File: src/rtl/keccak_arbiter.sv
// Round-robin arbiter that shares one keccak core between N job streams.
// Grant takes one IDLE cycle, then words pass through combinationally; each side's ready goes straight back to the other side.
module keccak_arbiter #(
  parameter int N = 4,
  parameter int W = 64
) (
  input  logic                 clk,
  input  logic                 rst,
  input  logic [N-1:0]         req_valid,
  input  logic [N-1:0]         req_last,
  input  logic [N*W-1:0]       req_data,
  output logic [N-1:0]         req_ready,
  output logic [N-1:0]         rsp_valid,
  output logic [W-1:0]         rsp_data,
  output logic                 rsp_last,
  input  logic [N-1:0]         rsp_ready,
  output logic                 core_valid_i,
  output logic [W-1:0]         core_data_i,
  input  logic                 core_ready_i,
  input  logic                 core_valid_o,
  input  logic [W-1:0]         core_data_o,
  output logic                 core_ready_o,
  output logic                 busy,
  output logic [$clog2(N)-1:0] grant_id
);

  localparam int GW = $clog2(N);
  localparam int LW = $clog2(W);

  typedef enum logic [1:0] {IDLE, HDR, MSG, DRAIN} state_t;

  state_t          state, state_nx;
  logic [GW-1:0]   rr_ptr;
  logic [GW-1:0]   pick;
  logic            pick_found;
  logic [32:0]     out_cnt;
  logic [32:0]     size_sum;
  logic [32:0]     hdr_words;
  logic [W-1:0]    req_word [N];
  logic [W-1:0]    cur_word;
  logic            cur_valid;
  logic            cur_last;
  logic            cur_rsp_rdy;
  logic            feeding;
  logic            draining;
  logic            in_xfer;
  logic            out_xfer;

  function automatic logic [GW-1:0] wrap_add(input logic [GW-1:0] base, input int k);
    int s;
    s = int'(base) + k;
    if (s >= N) s = s - N;
    return GW'(s);
  endfunction

  for (genvar i = 0; i < N; i++) begin : g_split
    assign req_word[i] = req_data[i*W +: W];
  end

  assign cur_word    = req_word[grant_id];
  assign cur_valid   = req_valid[grant_id];
  assign cur_last    = req_last[grant_id];
  assign cur_rsp_rdy = rsp_ready[grant_id];

  // Size is widened to 33 bits so the round-up cannot wrap for sizes near 2^32.
  assign size_sum  = {1'b0, cur_word[31:0]} + 33'(W - 1);
  assign hdr_words = size_sum >> LW;

  assign feeding  = (state == HDR) || (state == MSG);
  assign draining = (state == DRAIN) && (out_cnt != '0);
  assign in_xfer  = feeding && cur_valid && core_ready_i;
  assign out_xfer = draining && core_valid_o && cur_rsp_rdy;

  always_comb begin
    pick       = rr_ptr;
    pick_found = 1'b0;
    for (int k = 0; k < N; k++) begin
      if (!pick_found && req_valid[wrap_add(rr_ptr, k)]) begin
        pick       = wrap_add(rr_ptr, k);
        pick_found = 1'b1;
      end
    end
  end

  always_ff @(posedge clk or negedge rst) begin
    if (!rst) state <= IDLE;
    else      state <= state_nx;
  end

  always_comb begin
    state_nx = state;
    case (state)
      IDLE:    if (|req_valid) state_nx = HDR;
      HDR:     if (in_xfer) state_nx = cur_last ? DRAIN : MSG;
      MSG:     if (in_xfer && cur_last) state_nx = DRAIN;
      DRAIN:   if ((out_cnt == '0) || (out_xfer && (out_cnt == 33'd1))) state_nx = IDLE;
      default: state_nx = IDLE;
    endcase
  end

  always_ff @(posedge clk or negedge rst) begin
    if (!rst) begin
      grant_id <= '0;
      rr_ptr   <= '0;
      out_cnt  <= '0;
    end else begin
      if ((state == IDLE) && (|req_valid)) grant_id <= pick;
      if ((state == HDR) && in_xfer)       out_cnt  <= hdr_words;
      else if (out_xfer)                   out_cnt  <= out_cnt - 33'd1;
      if ((state == DRAIN) && (state_nx == IDLE)) rr_ptr <= wrap_add(grant_id, 1);
    end
  end

  // Core handshakes are active-low; idle values keep the core quiet.
  always_comb begin
    req_ready    = '0;
    rsp_valid    = '0;
    rsp_last     = 1'b0;
    core_valid_i = 1'b1;
    core_ready_o = 1'b1;
    core_data_i  = cur_word;
    rsp_data     = core_data_o;
    busy         = (state != IDLE);
    if (feeding) begin
      req_ready[grant_id] = core_ready_i;
      core_valid_i        = !cur_valid;
    end
    if (draining) begin
      rsp_valid[grant_id] = core_valid_o;
      rsp_last            = (out_cnt == 33'd1);
      core_ready_o        = !cur_rsp_rdy;
    end
  end

endmodule

File: config.mk
export PLATFORM = sky130hd
export DESIGN_NAME = keccak_arbiter
export DESIGN_NICKNAME = d
export VERILOG_FILES = /design/src/rtl/keccak_arbiter.sv
export SDC_FILE = /design/constraint.sdc
export NUM_CORES = 1
export LEC_CHECK = 0
export CAP_MARGIN = 10
export CORE_AREA = 2 2 184 186
export CTS_BUF_LIST = sky130_fd_sc_hd__clkbuf_2
export CTS_CLUSTER_SIZE = 25
export DETAILED_ROUTE_END_ITERATION = 10
export DIE_AREA = 0 0 186 188
export REMOVE_ABC_BUFFERS = 1
export SKIP_LAST_GASP = 1
export SLEW_MARGIN = 20
export SYNTH_ARGS = -nofsm -noshare
export SYNTH_HDL_FRONTEND = slang
export SYNTH_SLANG_ARGS = --single-unit
File: constraint.sdc
create_clock -name clk -period 2.79 [get_ports clk]
set_input_delay 0.558 -clock clk [delete_from_list [all_inputs] [get_ports clk]]
set_output_delay 0.558 -clock clk [all_outputs]
set_load 0.03 [all_outputs]
==> summary.txt <==
Avg Cell Area, Syn = 10.3 sq um
Ys async rst share = 100%
First-pass GRT wire length = 44100 microns
Worst Path Arrival = 2.42 ns
CTS sink cnt = 39
Wire per inst = 23.9 microns
Footprint of the multi-input gates = 3630 sq um
Min Hold Slack = 0.0199 ns
Ports = 478
CP max FO = 6
Vias in the first global route = 6203
Post-route core utilization = 29.5%
Outcome = finished with violations
Die X-Extent = 186 microns
Gpl congestion = 0.849
Number of synthesized flops with an enable pin = 0
Core Region = 33100 sq um
CTS tree = yes
Setup Viol. Count Final = 6
Max transition margin = 60.9%
Worst Hold Class = in -> async
Routed wire length = 31800 microns
Final period utilization = 107%
Final setup margin = -0.190 ns
Rows = 67
WL met2 = 14900 microns
Hold-fix buffers, CTS = 0
Wl on met1 = 12100 microns
Fill cells = 3440
Placed Cells = 1300
Via count = 5854
Fin cells = 1333
Clock slew at reported path FFs = 0.25 ns
Initial detailed-routing violation count = 300
Crit path max-delay cell type = or4_4
Starting density of the core = 15.8%
Worst setup SP type = register
Max IR drop VDD = 0.552 mV
RSZ-0062 raised after global routing = true
Drt pass-1 iters = 4
Final setup TNS = -1.01 ns
Hpwl dp = 27500 microns
Leakage Power = 3.82 nW
Power Density = 842 nW/um^2
Main synth FF type = dfrtp_1
Worst-Skew Late Latency = 0.42 ns
CTS H-tree lvls = 2
Synthesized area = 5220 sq um
Hold Vio Cnt, Final = 0
Number of buffers created by CTS = 5
Nets@finish = 1227
Library cells used by synthesis = 51
Synth warn = 0
IO buf count = 349
Syn Inst Count = 506
Post-Route Skew = 0.0378 ns
Antenna-violating nets left = 0
Reg2reg path depth = 10
Total grt overflow = 0
Synth Register Bits = 39
Fin area = 9770 sq um
Post-place setup slack = -0.314 ns
Max cap viols = 0
Register area = 983 sq um
PnR Total Power = 8.23 mW
Kind of critical path = reg -> out
Seq/Total Area, Yosys = 18.7%
Req. time, crit path = 2.23 ns
Fmax = 336 MHz
Die area = 35000 sq um
Overall routing resource usage = 17.6%
Largest net degree at the start of global routing = 33
Failing checks = setup timing
Initial antenna violation count = 6
DRC = 0
DR top layer = met5
Final Max Tran Viols = 0
Minimum clock period = 2.98 ns
Critical path cell sequence = or4_4, or2_4, nor4_4, a21oi_4, and3_1, buf_4
Largest stage delay on the critical path = 0.54 ns
Die Y = 188 microns
Maximum clock path buffer count = 2
CTS Root Cell = clkbuf_2
Share of cells above drive strength 1 = 31.9%
Routed wl met3 = 4290 microns
DR vias/cell = 4.39
Placed cell areas = 9340 sq um
Worst setup EP type = output pin
Slew @ Worst Pin = 0.581 ns
Area growth from synthesis to layout = 87.4%
placed cells by master, fill, tap and decap left out, types with 4 or more instances in the layout:
master,n
clkdlybuf4s15_2,11
nand4b_1,5
inv_1,18
nand3_1,16
buf_2,11
dfrtp_1,37
and3_1,13
buf_12,11
clkbuf_2,13
ha_1,12
nor4_1,6
diode_2,6
nor3_1,16
mux2i_1,21
a21oi_1,12
nor2_1,15
xnor2_1,9
and2_1,5
and4_1,4
buf_4,118
dlygate4sd2_1,5
xor2_1,39
nand2_1,21
clkdlybuf4s50_1,273
mux4_2,67
nor4_2,5
buf_6,14
nand4_1,24
o21ai_0,11
registers in the layout, indices dropped and copies added, names as in the netlist:
signal / count
rr_ptr: 2
state: 2
grant_id: 2
out_cnt: 33
synthesized netlist by cell type, types with 2 or more instances:
cell / count / area [sq um]
nor4_1: 11 / 68.8
nor2_1: 15 / 56.3
or3_1: 2 / 12.5
a31oi_1: 2 / 12.5
a31o_2: 3 / 26.3
mux2i_1: 21 / 210
nand3b_1: 3 / 22.5
and4_1: 6 / 52.6
xor2_1: 39 / 342
nand4_1: 24 / 150
ha_1: 12 / 150
dfrtp_1: 39 / 976
nand4b_1: 5 / 43.8
nand3_1: 16 / 80.1
o21ai_0: 11 / 55.1
nand2b_1: 2 / 12.5
buf_2: 13 / 65.1
o22ai_1: 3 / 18.8
buf_1: 2 / 7.51
a21oi_1: 13 / 65.1
nor3_1: 18 / 90.1
or4_1: 6 / 45.0
mux4_2: 67 / 1510
buf_4: 69 / 518
o31ai_1: 3 / 22.5
o41ai_1: 2 / 17.5
inv_1: 18 / 67.6
and2_1: 5 / 31.3
a211oi_1: 3 / 22.5
xnor2_1: 9 / 78.8
nand2_1: 22 / 82.6
a22oi_1: 2 / 15.0
and3_1: 14 / 87.6
clkbuf_1: 9 / 33.8
critical path: cells and delay by family, from the launching register on:
kind	cells	cell delay, ns
DFF	1	0.44
AOI/OAI and AO/OA	1	0.13
buffers and inverters	1	0.16
and+or+nand+nor	4	1.26
cell families after synthesis:
family / count (synthesis) / share of synthesized area, %
flip-flops: 39 / 18.7
adder cells (fa/ha/maj): 12 / 2.88
multiplexers: 89 / 33.2
XOR/XNOR: 48 / 8.06
AND/OR/NAND/NOR: 154 / 17.0
buffers and inverters: 112 / 13.5
AO/OA/AOI/OAI: 52 / 6.69
path summary, 6_finish.rpt:
kind	from	to	slack, ns
worst min-delay path	rst	out_cnt[13]	0.02
min in group clk	out_cnt[30]	out_cnt[30]	0.59
worst min register to register	out_cnt[30]	out_cnt[30]	0.59
worst max register to register	grant_id[0]	out_cnt[25]	0.05
max in group asynchronous	rst	out_cnt[3]	2.04
worst max-delay path	out_cnt[17]	rsp_valid[2]	-0.19
final cells by class:
type | count | area share [%]
Inverter | 18 | 0.691
Sequential cell | 39 | 10.1
Multi-Input combinational cell | 355 | 37.2
Clock inverter | 2 | 0.384
Tap cell | 448 | 5.73
Clock buffer | 5 | 0.256
Antenna cell | 6 | 0.154
Timing Repair Buffer | 460 | 45.5
routing by layer:
| layer | global-route usage, % | vias up |
|---|---|---|
| met3 | 9.44 | 18 |
| met5 | 3.29 | - |
| met4 | 3.48 | 4 |
| li1 | - | 2646 |
| met1 | 20.3 | 2857 |
| met2 | 28.6 | 329 |
power breakdown:
part / switching (mW) / internal [mW]
combinational: 3.49 / 3.39
sequential: 0.184 / 0.794
clock: 0.219 / 0.146
total: 3.90 / 4.33
timing repair:
item | 4_1_cts | 5_1_grt
buffers inserted | 10 | 7
setup endpoints to repair | 62 | 59
endpoints found under the hold margin | 0 | 0
pin swaps | 4 | 8
gates resized for setup | 143 | 62
gates cloned | 4 | 0
(Power assumes the default switching activity.)
